--- config.mk ---
export PLATFORM = sky130hd
export DESIGN_NAME = edge_event_rr_encoder
export DESIGN_NICKNAME = d
export VERILOG_FILES = /design/src/rtl/edge_event_rr_encoder.sv
export SDC_FILE = /design/constraint.sdc
export NUM_CORES = 1
export LEC_CHECK = 0
export ABC_CLOCK_PERIOD_IN_PS = 3500
export BUFFER_PORTS_ARGS = -buffer_cell sky130_fd_sc_hd__buf_2
export CAP_MARGIN = 25
export CELL_PAD_IN_SITES_DETAIL_PLACEMENT = 1
export CELL_PAD_IN_SITES_GLOBAL_PLACEMENT = 2
export CORE_ASPECT_RATIO = 1.2
export CORE_MARGIN = 2
export CORE_UTILIZATION = 24
export CTS_CLUSTER_DIAMETER = 150
export CTS_CLUSTER_SIZE = 16
export DETAILED_ROUTE_END_ITERATION = 7
export GPL_ROUTABILITY_DRIVEN = 0
export GPL_TIMING_DRIVEN = 0
export PLACE_DENSITY_LB_ADDON = 0.1
export SLEW_MARGIN = 20
export SYNTH_ARGS = -nofsm -noshare
export SYNTH_HDL_FRONTEND = slang
export SYNTH_SLANG_ARGS = --single-unit
--- constraint.sdc ---
create_clock -name clk -period 3.5 [get_ports clk]
set_input_delay 0.525 -clock clk [delete_from_list [all_inputs] [get_ports clk]]
set_output_delay 0.525 -clock clk [all_outputs]
set_load 0.005 [all_outputs]
--- src/rtl/edge_event_rr_encoder.sv ---
// Rising-edge event queue with round-robin index encoder.
// Watches an 8-bit sticky capture vector, queues one pending event per newly
// set bit, and hands events out one at a time as a 3-bit index over val/rdy.
// A bit that fires again while its earlier event is still queued sets a
// sticky overflow flag.
module edge_event_rr_encoder (
  input  logic       clk,
  input  logic       reset,
  input  logic       clear,
  input  logic [7:0] in_,
  output logic       out_val,
  input  logic       out_rdy,
  output logic [2:0] out_idx,
  output logic [7:0] overflow
);

  logic [7:0]  in_prev_q,  in_prev_d;
  logic [7:0]  pending_q,  pending_d;
  logic [2:0]  ptr_q,      ptr_d;
  logic        out_val_q,  out_val_d;
  logic [2:0]  out_idx_q,  out_idx_d;
  logic [7:0]  overflow_q, overflow_d;

  logic [7:0]  new_w;
  logic        free_w;
  logic        load_w;
  logic [15:0] pend_dbl_w;
  logic [7:0]  pend_rot_w;
  logic [2:0]  offset_w;
  logic [2:0]  sel_w;
  logic [7:0]  load_mask_w;

  assign new_w  = in_ & ~in_prev_q;
  assign free_w = ~out_val_q | out_rdy;
  assign load_w = free_w & (|pending_q);

  // Rotate pending so that bit 0 of the rotated view is the ptr position;
  // the lowest set bit of the rotated view is then the round-robin winner.
  assign pend_dbl_w = {pending_q, pending_q} >> ptr_q;
  assign pend_rot_w = pend_dbl_w[7:0];

  // Lowest set bit of the rotated pending vector (scan downward so the
  // lowest index is the last one to win).
  always_comb begin
    offset_w = 3'd0;
    for (int k = 7; k >= 0; k--) begin
      if (pend_rot_w[k]) begin
        offset_w = k[2:0];
      end
    end
  end

  assign sel_w = ptr_q + offset_w;

  // One-hot of the selected source, only in a cycle that actually loads.
  generate
    for (genvar gi = 0; gi < 8; gi++) begin : g_load_mask
      assign load_mask_w[gi] = load_w && (sel_w == 3'(gi));
    end
  endgenerate

  // Next-state: soft clear wins over everything except the in_prev tracking.
  always_comb begin
    in_prev_d  = in_;
    pending_d  = pending_q;
    ptr_d      = ptr_q;
    out_val_d  = out_val_q;
    out_idx_d  = out_idx_q;
    overflow_d = overflow_q;
    if (clear) begin
      pending_d  = 8'd0;
      ptr_d      = 3'd0;
      out_val_d  = 1'b0;
      out_idx_d  = 3'd0;
      overflow_d = 8'd0;
    end else begin
      pending_d  = (pending_q & ~load_mask_w) | new_w;
      overflow_d = overflow_q | (new_w & pending_q & ~load_mask_w);
      if (free_w) begin
        out_val_d = load_w;
        if (load_w) begin
          out_idx_d = sel_w;
          ptr_d     = sel_w + 3'd1;
        end
      end
    end
  end

  // State registers with synchronous active-high reset.
  always_ff @(posedge clk) begin
    if (reset) begin
      in_prev_q  <= 8'd0;
      pending_q  <= 8'd0;
      ptr_q      <= 3'd0;
      out_val_q  <= 1'b0;
      out_idx_q  <= 3'd0;
      overflow_q <= 8'd0;
    end else begin
      in_prev_q  <= in_prev_d;
      pending_q  <= pending_d;
      ptr_q      <= ptr_d;
      out_val_q  <= out_val_d;
      out_idx_q  <= out_idx_d;
      overflow_q <= overflow_d;
    end
  end

  assign out_val  = out_val_q;
  assign out_idx  = out_idx_q;
  assign overflow = overflow_q;

endmodule

Word level (Yosys, flattened, before mapping):

Index checks and enable logic that the tools add are counted.

* register bits: 31
* input bits: 12
* output and inout port bits: 12

* $add $sub $neg: 2
* equality and inequality tests: 7
* shifts and indexed selects: 1
* muxes and demuxes: 8
* bitwise logic cells: 11
* reduce and logical (&&, ||, !) cells: 12

Operators with widths (number)
* $and A8 B8 Y8: 4
* $mux W3: 8
* $not A8 Y8: 2
* $or A8 B8 Y8: 2
* $shr A16 B3 Y8: 1
* $eq A3 B3 Y1 const B: 4
* $logic_and A1 B1 Y1: 8
* $reduce_or A8 Y1: 1
* $eq A3 B2 Y1 const B: 2
* $add A3 B1 Y3 const B: 1
* $add A3 B3 Y3: 1
* $eq A3 B1 Y1 const B: 1
* $logic_not A3 Y1: 1
* $reduce_and A2 Y1: 1
* $reduce_or A2 Y1: 1
* $and A1 B1 Y1: 1
* $not A1 Y1: 1
* $or A1 B1 Y1: 1

Depth between registers and ports, before layout:

Gate-level depths: netlist of the first run.

* word-level depth: 15
* mapped depth: 17
* gate-level depth less buffers: 16

Least setup slack after synthesis of the first run:

OpenSTA, ideal clock, no wires.

* kind: reg2reg
* from: reg ptr_q[1]
* to: reg ptr_q[2]
* library setup time: 0.123 ns
* arrival time: 3.325 ns
* path slack: 0.052 ns
* stages on the path, launching flop included: 15
* path buffers: 1
* period minus slack after synthesis: 3.448 ns
* cells stage by stage: dfxtp_1 > buf_6 > mux2_2 > or3_1 > o32a_1 > a21o_1 > a221oi_1 > ha_1 > inv_1 > fa_1 > xnor2_4 > inv_4 > ha_1 > mux2i_1 > nor2_1

* longest elaborated chain between the ends: 11

RTL lines
* start, declared: RTL line 19 `logic [2:0] ptr_q, ptr_d;`
* start signal, assigned: RTL line 101 `ptr_q <= ptr_d;`
* $shr A16 B3 Y8: RTL line 39 `assign pend_dbl_w = {pending_q, pending_q} >> ptr_q;`
* $mux W3 (8 in series): RTL line 47 `if (pend_rot_w[k]) begin`
* $add A3 B3 Y3 (*): RTL line 53 `assign sel_w = ptr_q + offset_w;`
* $add A3 B1 Y3 (*): RTL line 83 `ptr_d = sel_w + 3'd1;`

Mark *: on every way between the ends. The rest lies on a longest branch, timed or not.
A chain may end at the register's enable or synchronous reset.

Worst setup path after layout of the first run:

* from: reg ptr_q[1]
* to: reg overflow_q[7] (netlist: overflow[7])

* longest elaborated chain between the ends: 15

RTL lines
* $shr A16 B3 Y8: RTL line 39
* $mux W3 (8 in series): RTL line 47
* $add A3 B3 Y3 (*): RTL line 53
* named net sel_w[1]: RTL line 30 `logic [2:0] sel_w;`
* $eq A3 B3 Y1 (*): RTL line 58 `assign load_mask_w[gi] = load_w && (sel_w == 3'(gi));`
* $logic_and A1 B1 Y1 (*): RTL line 58
* $not A8 Y8 (*): RTL line 78 `overflow_d = overflow_q | (new_w & pending_q & ~load_mask_w);`
* $and A8 B8 Y8 (*): RTL line 78
* $or A8 B8 Y8 (*): RTL line 78
* end signal, assigned: RTL line 104 `overflow_q <= overflow_d;`
* end, declared: RTL line 22 `logic [7:0] overflow_q, overflow_d;`

Mark *: on every way through the listed nets, which the timed path passes. The rest lies on a longest branch.

==> results of run 1 <==
-- layout by cell type, fill, tap and decap left out, types with 4 or more instances in the layout --
| cell type | count |
|---|---|
| dfxtp_1 | 26 |
| o21ai_0 | 9 |
| inv_1 | 6 |
| nand2_1 | 13 |
| buf_2 | 23 |
| dfxtp_2 | 4 |
| mux2_2 | 7 |
| ha_4 | 4 |
| and2_1 | 7 |
| nor2b_1 | 24 |
| a31oi_1 | 16 |
| nor2_1 | 14 |
| a21oi_1 | 5 |
| mux2i_1 | 7 |
| clkbuf_1 | 8 |
| a41oi_1 | 4 |
| clkbuf_8 | 5 |
| buf_4 | 11 |
-- registers in the layout, indices dropped and copies added (netlist names) --
name       flops
in_prev_q      8
out_idx        3
ptr_q          3
pending_q      8
out_val        1
overflow       8
-- how the worst min path moves through the flow --
stage / from / end / slack [ns] / cells past startpoint
floorplan: out_idx[2] / out_idx[2] / 0.46 / 2
global placement: overflow[7] / overflow[7] / 0.45 / 1
detailed placement: overflow[7] / overflow[7] / 0.46 / 1
CTS: in_[5] / in_prev_q[5] / 0.46 / 2
global route: in_[7] / in_prev_q[7] / 0.47 / 2
finish: in_[0] / in_prev_q[0] / 0.46 / 2
-- metal layers --
layer / track usage (%) / up-vias / wire [um]
met4: 4.09 / 0 / 74
met2: 23.7 / 19 / 2800
met3: 1.73 / 6 / 89
li1: - / 815 / -
met1: 17.7 / 801 / 2550
met5: 0 / - / 0
-- repair_timing --
item	in CTS	in global routing
pin swaps	6	0
setup endpoints to repair	19	8
buffers inserted	8	1
gates cloned	0	1
resized for setup	13	14
-- kinds of logic after synthesis --
group	after synthesis	share of synthesized area (%)
AO/OA/AOI/OAI	54	21.5
XOR/XNOR	1	1.50
adder cells (fa/ha/maj)	8	5.79
buffers and inverters	19	5.32
flip-flops	31	33.8
multiplexers	19	11.9
AND/OR/NAND/NOR	72	20.1
-- worst max-delay path, cell delays in order, from the launching register on --
cell and delay, ns:
dfxtp_4 0.37, buf_8 0.12, mux2_4 0.31, or3_1 0.32
o32a_1 0.19, a21o_1 0.17, a221oi_2 0.30, ha_2 0.22
inv_1 0.05, fa_2 0.58, inv_2 0.06, ha_4 0.16
ha_4 0.15, nand2_2 0.06, nand2_2 0.06, nor2_2 0.09
o21a_1 0.11
-- report_power, final --
| part | total [mW] | internal [mW] | leakage [nW] | switching [mW] |
|---|---|---|---|---|
| Sequential | 0.437 | 0.395 | 0.256 | 0.0424 |
| Clock | 0.275 | 0.139 | 0.0422 | 0.136 |
| Combinational | 1.24 | 0.573 | 0.608 | 0.668 |
| Total | 1.95 | 1.11 | 0.906 | 0.847 |
-- final cells by class --
class | instances | area (um^2) | area share [%]
timing repair buffer | 33 | 208 | 8.89
sequential | 31 | 629 | 26.9
clock inverter | 1 | 5.00 | 0.214
clock buffer | 7 | 76.3 | 3.27
tap | 90 | 113 | 4.82
buffer | 11 | 75.1 | 3.21
multi-input combinational | 154 | 1200 | 51.3
inverter | 8 | 32.5 | 1.39
-- per-stage QoR --
stage                     setup slack (ns)   TNS, ns
after detailed placement            -0.722     -5.77
after global placement              -0.736     -6.01
after CTS                           0.0132         0
after floorplan                     0.0525         0
final                                0.121         0
after global routing              -0.00893  -0.00893
==> impl_metrics.toml, run 1 <==
[outcome]
status = "finished clean"

[power]
ir_worst_vdd_uv = 329
leakage_nw = 0.906
p_total_mw = 1.95
p_per_area_mw_per_mm2 = 836

[setup_path]
rrSetupSlack_ns = 0.12
worstSetupPathType = "flip-flop to flip-flop"
crit_start = "ptr_q[1]"
endpoint_kind = "flip-flop"
rr_worst_depth = 16
r2r_end = "overflow[7]"
endpoint = "overflow[7]"
worstPathArrival_ns = 3.61
critPathMaxFanout = 5
cp-start-kind = "flip-flop"
critPathRequiredTime_ns = 3.73
r2r-start = "ptr_q[1]"

[placed_design]
hpwl_um = 4030
place_area_mm2 = 0.00206
placedCellCount = 317
io_buffers = 23

[cells_and_area]
final_util_pct = 31.9
design_area_mm2 = 0.00234
nNetsFinal = 263
finalNonFillerCells = 335
fillers = 873
n_antenna_cell = 0
drive_above_1_share_pct = 33.1
area_delta_synth_final_pct = 27.3

[clock_tree]
cts-root-buf = "clkbuf_8"
clock-sinks = 31
cts-hold-fix-buffers = 0
clock_latency_ns = 0.28
clk_path_buf_depth = 2
clk_pin_slew_ns = 0.06
cts_buffers = 5
cts_tree = "done"
h-tree-depth = 2

[die]
die_w_um = 83.8
rows = 34
start_util_pct = 25.1
chipHeight_um = 99.8
die-area_mm2 = 0.00837
io_pins = 24
core-area_mm2 = 0.00732

[logic_synthesis]
syn_inst = 204
syn_nets = 223
synthTopCellsByCount = "dfxtp_1 (31), nor2b_1 (24), a31oi_1 (16)"
synth_top_area_cell = "dfxtp_1"
async_flop_share_pct = 0
ys_top_cells_by_area = "dfxtp_1 (34%), nor2b_1 (8.2%), mux2_2 (5.5%)"
yosysTopAreaCellShare_pct = 33.8
synth.distinct_cells = 43
yosysWarnings = 0
synth-edff-count = 0
synth_seq_area_share_pct = 33.8
syn-cell-area_mm2 = 0.00184
ys_ff_latch = 31
synth_most_common_cell = "dfxtp_1"
synth-main-ff-cell = "dfxtp_1"
avgSynthCellArea_um2 = 9.00

[timing]
max_freq_ghz = 0.296
worst_pin_slew_ns = 0.626
setup-violations-final = 0
slew_viol_final = 0
fin_skew_ns = 0.00232
hold_ws_ns = 0.461
finalHoldViolCount = 0
finalCritPeriodShare_pct = 96.5
slew_headroom_pct = 57.2
finalCriticalPeriod_ns = 3.38

[route]
drc = 0
viasPerCell = 4.90
dr_total_vias = 1641
drt_iter0_drc = 35
first_pass_iters = 4
wl_per_cell_um = 16.5
drt-total-wl_um = 5520
ant_nets = 0

[global_routing]
grt_pass1_vias = 1639
antenna_found_initial = 0
grt_max_degree = 11
track_usage_pct = 13.6
grt_pass1_wl_um = 8980
grt_overflow_total = 0

[job]
drv_cap = 0

[worst_hold_path]
hp-class = "input pin to flip-flop"
Power figures use the tool's default switching activity.
==> inputs of run 2 (changes only) <==
--- a/config.mk
+++ b/config.mk
@@ -5,6 +5,7 @@
 export SDC_FILE = /design/constraint.sdc
 export NUM_CORES = 1
 export LEC_CHECK = 0
+export ABC_AREA = 1
 export ABC_CLOCK_PERIOD_IN_PS = 3500
 export BUFFER_PORTS_ARGS = -buffer_cell sky130_fd_sc_hd__buf_2
 export CAP_MARGIN = 25
@@ -18,7 +19,7 @@
 export DETAILED_ROUTE_END_ITERATION = 7
 export GPL_ROUTABILITY_DRIVEN = 0
 export GPL_TIMING_DRIVEN = 0
-export PLACE_DENSITY_LB_ADDON = 0.1
+export PLACE_DENSITY = 0.7
 export SLEW_MARGIN = 20
 export SYNTH_ARGS = -nofsm -noshare
 export SYNTH_HDL_FRONTEND = slang
==> impl_metrics.toml, run 2 <==
[outcome]
status = "finished clean"

[timing]
max_freq_ghz = 0.305
tns_ns = 0
setup-violations-final = 0
slew_headroom_pct = 59.9
fin_skew_ns = 0.00560
slew_viol_final = 0
worst_pin_slew_ns = 0.601
finalCritPeriodShare_pct = 93.6
finalCriticalPeriod_ns = 3.28
finalHoldViolCount = 0
hold_ws_ns = 0.446

[die]
core-area_mm2 = 0.00719
io_pins = 24
die_w_um = 82.1
rows = 34
start_util_pct = 24.4
chipHeight_um = 97.7
die-area_mm2 = 0.00802

[setup_path]
worstPathArrival_ns = 3.49
rrSetupSlack_ns = 0.22
path_common_cell = "nand2_2"
critPathSlowestCell = "fa_2"
r2r-start = "ptr_q[0]"
max_stage_delay_ns = 0.63
critPathRequiredTime_ns = 3.71
cp-start-kind = "flip-flop"
critPathMaxFanout = 9
worstSetupPathType = "flip-flop to flip-flop"
r2r_end = "overflow[7]"
path_cells = "buf_6 -> inv_8 -> nand2_2 -> nand3_1 -> nand3_1 -> nand2_2 -> a31oi_1 -> o21ai_1 -> nand2_1 -> a21boi_1 -> ha_2 -> inv_1 -> fa_2 -> inv_1 -> ha_1 -> ha_1 -> nand2_2 -> nand2_1 -> or2_1 -> a21oi_1"
endpoint_kind = "flip-flop"
rr_worst_depth = 20

[logic_synthesis]
syn_nets = 262
synth-edff-count = 0
async_flop_share_pct = 0
synth_seq_area_share_pct = 35.4
ys_ff_latch = 31
yosysWarnings = 0
synth_fa_ha_area_share_pct = 5.42
synth_compound_area_share_pct = 10.2
yosysTopAreaCellShare_pct = 35.4
synth-main-ff-cell = "dfxtp_1"
avgSynthCellArea_um2 = 7.22
synth.distinct_cells = 31
synth_most_common_cell = "nand2_1"
synthTopCellsByCount = "nand2_1 (50), dfxtp_1 (31), inv_1 (31)"
ys_top_cells_by_area = "dfxtp_1 (35%), nand2_1 (11%), inv_1 (6.6%)"
syn_inst = 243
synthMuxAreaShare_pct = 0
synthXorXnorAreaFrac_pct = 0.499
synth_top_family_by_area = "simple AND/OR/NAND/NOR gates"
synth_top_area_cell = "dfxtp_1"
yosys.area_share.simple_pct = 38.1
syn-cell-area_mm2 = 0.00176

[cells_and_area]
final_util_pct = 29.6
area_delta_synth_final_pct = 21.2
finalNonFillerCells = 365
n_antenna_cell = 0
final_common_cell = "nand2_1"
drive_above_1_share_pct = 30.9
mostFrequentLayoutCells = "nand2_1 (47), dfxtp_1 (31), inv_1 (30), buf_2 (24), nor2_1 (20)"
nNetsFinal = 293

[clock_tree]
clk_pin_slew_ns = 0.07
cts_buffers = 5
clock_latency_ns = 0.29
cts-root-buf = "clkbuf_8"
clock-sinks = 31
cts_tree = "done"
cts-hold-fix-buffers = 0
clk_path_buf_depth = 2
h-tree-depth = 2

[power]
p_total_mw = 1.90
ir_worst_vdd_uv = 283
p_per_area_mw_per_mm2 = 894
leakage_nw = 0.929

[route]
first_pass_iters = 4
viasPerCell = 4.38
drt-total-wl_um = 4410
dr_total_vias = 1597
wl_per_cell_um = 12.1
drc = 0
drt_iter0_drc = 33
ant_nets = 0

[global_routing]
grt_pass1_vias = 1658
antenna_found_initial = 0
grt_overflow_total = 0
grt_pass1_wl_um = 7880
track_usage_pct = 12.8
grt_max_degree = 11

[job]
drv_cap = 0

[placed_design]
placedCellCount = 355
hpwl_um = 3620
io_buffers = 22

[worst_hold_path]
holdPathStages = 2
hold-path-endpoint = "overflow[6]"
hold_start = "overflow[6]"
hp-class = "flip-flop to flip-flop"
[run 2: cells by family (layout without fill, tap and decap cells)]
family / Yosys count / in the layout
AOI/OAI and AO/OA: 31 / 31
buffers and inverters: 42 / 74
xor gates and xnor gates: 1 / 1
and+or+nand+nor: 131 / 131
adders and majority gates: 7 / 7
DFF: 31 / 31
[run 2: critical path, delay by kind of cell (launching register included)]
family / cells / cell delay (ns)
and+or+nand+nor: 8 / 0.78
adders and majority gates: 4 / 1.26
buffers and inverters: 4 / 0.37
DFF: 1 / 0.32
AOI/OAI and AO/OA: 4 / 0.47
[run 2: final cells by class]
| class | count | area, um^2 |
|---|---|---|
| multi-input combinational | 170 | 985 |
| buffer | 6 | 40.0 |
| clock buffer | 8 | 100 |
| tap | 90 | 113 |
| timing repair buffer | 24 | 125 |
| sequential | 31 | 621 |
| fill | 897 | 5060 |
| inverter | 36 | 145 |
[run 2: per-stage QoR]
stage | area, um^2 | setup slack [ns]
final | 2130 | 0.224
after global routing | 2130 | -0.0177
after CTS | 2080 | 0.00132
after detailed placement | 1980 | 0.0343
after global placement | 1980 | 0.0815
after floorplan | 1760 | 0.562
[run 2: how the worst max path moves through the flow]
stage | startpoint | to
global placement | ptr_q[0] | overflow[7]
global route | ptr_q[0] | overflow[7]
detailed placement | ptr_q[0] | overflow[7]
floorplan | ptr_q[0] | overflow[7]
CTS | ptr_q[0] | overflow[7]
finish | ptr_q[0] | overflow[7]
[run 2: where the power goes]
part	switching, mW	total [mW]	internal (mW)	leakage (nW)
Clock	0.136	0.316	0.179	0.0515
Combinational	0.728	1.18	0.455	0.623
Sequential	0.0178	0.405	0.387	0.254
Total	0.882	1.90	1.02	0.929
[run 2: repair_timing]
| action | in CTS | in global routing |
|---|---|---|
| setup buffers | 0 | 2 |
| endpoints found under the setup margin | 0 | 3 |
| resized for setup | 0 | 12 |
[run 2: metal layers]
| layer | track usage (%) | routed length [um] | part of all wire, % | vias up |
|---|---|---|---|---|
| met5 | 0 | 0 | 0 | - |
| met4 | 5.38 | 111 | 2.5 | 0 |
| met3 | 1.95 | 84 | 1.9 | 8 |
| met2 | 21.8 | 2300 | 52 | 22 |
| met1 | 15.5 | 1920 | 43 | 737 |
| li1 | - | - | - | 830 |
==> inputs of run 3 (changes only) <==
--- a/config.mk
+++ b/config.mk
@@ -5,7 +5,7 @@
 export SDC_FILE = /design/constraint.sdc
 export NUM_CORES = 1
 export LEC_CHECK = 0
-export ABC_AREA = 1
+export ABC_AREA = 0
 export ABC_CLOCK_PERIOD_IN_PS = 3500
 export BUFFER_PORTS_ARGS = -buffer_cell sky130_fd_sc_hd__buf_2
 export CAP_MARGIN = 25
@@ -19,7 +19,7 @@
 export DETAILED_ROUTE_END_ITERATION = 7
 export GPL_ROUTABILITY_DRIVEN = 0
 export GPL_TIMING_DRIVEN = 0
-export PLACE_DENSITY = 0.7
+export PLACE_DENSITY = 0.66
 export SLEW_MARGIN = 20
 export SYNTH_ARGS = -nofsm -noshare
 export SYNTH_HDL_FRONTEND = slang
==> impl_metrics.toml, run 3 (synthesized netlist as in run 1, its figures left out) <==
[power]
pwr-share-comb_pct = 62.3
p_per_area_mw_per_mm2 = 851
p_int_mw = 1.17
clkPwrFrac_pct = 16.0
ir_worst_vdd_uv = 312
switching_share_pct = 41.8
leakage_nw = 0.920
power_switching_mw = 0.838
seqPwrFrac_pct = 21.8

[route]
first_pass_iters = 4
drt-total-wl_um = 5340
drc = 0
dr_total_vias = 1663
ant_nets = 0
drt_iter0_drc = 37
viasPerCell = 4.95
wl_per_cell_um = 15.9

[worst_hold_path]
holdPathStages = 2
hp-class = "input pin to flip-flop"

[job]
drv_cap = 0

[clock_tree]
cts_tree = "done"
cts-root-buf = "clkbuf_8"
h-tree-depth = 2
clock_latency_ns = 0.29
cts-hold-fix-buffers = 0
cts_buffers = 5
clk_pin_slew_ns = 0.07
clock-sinks = 31
clk_path_buf_depth = 2

[timing]
fin_skew_ns = 0.00766
slew_headroom_pct = 58.8
finalCritPeriodShare_pct = 97.5
max_freq_ghz = 0.293
slew_viol_final = 0
worst_pin_slew_ns = 0.603
rsz0062_at_grt = "true"
finalHoldViolCount = 0
setup-violations-final = 0
finalCriticalPeriod_ns = 3.41

[global_routing]
track_usage_pct = 13.0
grt_max_degree = 11
grt_pass1_vias = 1758
antenna_found_initial = 0
grt_overflow_total = 0
grt_pass1_wl_um = 8780

[die]
chipHeight_um = 99.8
io_pins = 24
die_w_um = 83.8
start_util_pct = 25.1
die-area_mm2 = 0.00837
rows = 34
core-area_mm2 = 0.00732

[setup_path]
endpoint = "ptr_q[2]"
critPathMaxFanout = 5
cp-start-kind = "flip-flop"
worstSetupPathType = "flip-flop to flip-flop"
rrSetupSlack_ns = 0.09
critPathRequiredTime_ns = 3.67
rr_worst_depth = 14
r2r_end = "ptr_q[2]"
worstPathArrival_ns = 3.58
r2r-start = "ptr_q[1]"
endpoint_kind = "flip-flop"
crit_start = "ptr_q[1]"

[cells_and_area]
n_antenna_cell = 0
fillers = 883
drive_above_1_share_pct = 33.7
final_util_pct = 32.2
final_common_cell = "dfxtp_1"
nNetsFinal = 264
mostFrequentLayoutCells = "dfxtp_1 (27), nor2b_1 (24), buf_2 (23), a31oi_1 (16), nor2_1 (14)"
design_area_mm2 = 0.00236
area_delta_synth_final_pct = 28.4

[placed_design]
place_area_mm2 = 0.00206
io_buffers = 23
hpwl_um = 3780

[outcome]
status = "finished clean"
-- run 3: cell types whose count changed in the layout (fill, tap and decap cells not counted), sizes merged, moves of 10 or more --
cell and delta:
a21oi -17, mux2 +10, nand2 -50, nor2b +24, a31oi +15, inv -27, nand3 -28
-- run 3: critical path, cell delays in order (launching register included) --
cell	delay [ns]
dfxtp_4	0.38
buf_12	0.12
mux2_4	0.30
or3_1	0.31
o32a_1	0.20
a21o_1	0.20
a221oi_2	0.29
ha_2	0.22
inv_2	0.04
fa_2	0.57
inv_2	0.07
ha_4	0.17
ha_4	0.20
mux2i_1	0.15
nor2_1	0.07
-- run 3: metal layers --
metal  GRT usage [%]  vias to the layer above  wire length, um
met3            1.81                       12              110
met1            15.6                      811             2340
li1                -                      818                -
met2            23.2                       22             2770
met4            5.71                        0              122
met5               0                        -                0
-- run 3: how the worst min path moves through the flow --
stage,endpoint,startpoint,slack [ns]
2_1_floorplan,out_idx[2],out_idx[2],0.46
4_1_cts,in_prev_q[0],in_[0],0.46
6_report,in_prev_q[6],in_[6],0.46
3_5_place_dp,overflow[7],overflow[7],0.45
5_1_grt,in_prev_q[6],in_[6],0.46
3_3_place_gp,overflow[7],overflow[7],0.45
-- run 3: timing repair --
| item | 4_1_cts | 5_1_grt |
|---|---|---|
| setup endpoints to repair | 18 | 15 |
| pin swaps | 5 | 7 |
| buffers inserted | 4 | 7 |
| resized for setup | 9 | 19 |
| cloned | 0 | 1 |
-- run 3: stage by stage --
step | std cells | setup WS (ns) | hold slack, ns | power (mW) | TNS, ns
final | 336 | 0.0872 | 0.461 | 2.00 | 0
after global routing | 336 | -0.122 | 0.462 | 2.16 | -0.350
after CTS | 329 | 0.0179 | 0.459 | 1.81 | 0
after detailed placement | 317 | -0.462 | 0.450 | 1.38 | -2.24
after global placement | 317 | -0.452 | 0.446 | 1.38 | -2.19
after floorplan | 204 | 0.0525 | 0.463 | 1.13 | 0
-- run 3: power groups by stage --
stage          Sequential (mW)  Clock (mW)  Combinational (mW)
3_3_place_gp             0.442           0               0.934
4_1_cts                  0.431       0.323                1.06
5_1_grt                  0.444       0.339                1.38
6_report                 0.437       0.320                1.25
3_5_place_dp             0.443           0               0.933
2_1_floorplan            0.428           0               0.701
-- run 3: area by class of cell --
cell class / instances / area, um^2 / share of cell area [%]
buffer: 11 / 80.1 / 3.40
tap: 90 / 113 / 4.78
sequential: 31 / 628 / 26.7
inverter: 8 / 32.5 / 1.38
timing repair buffer: 34 / 215 / 9.13
clock buffer: 8 / 100 / 4.25
multi-input combinational: 154 / 1190 / 50.4
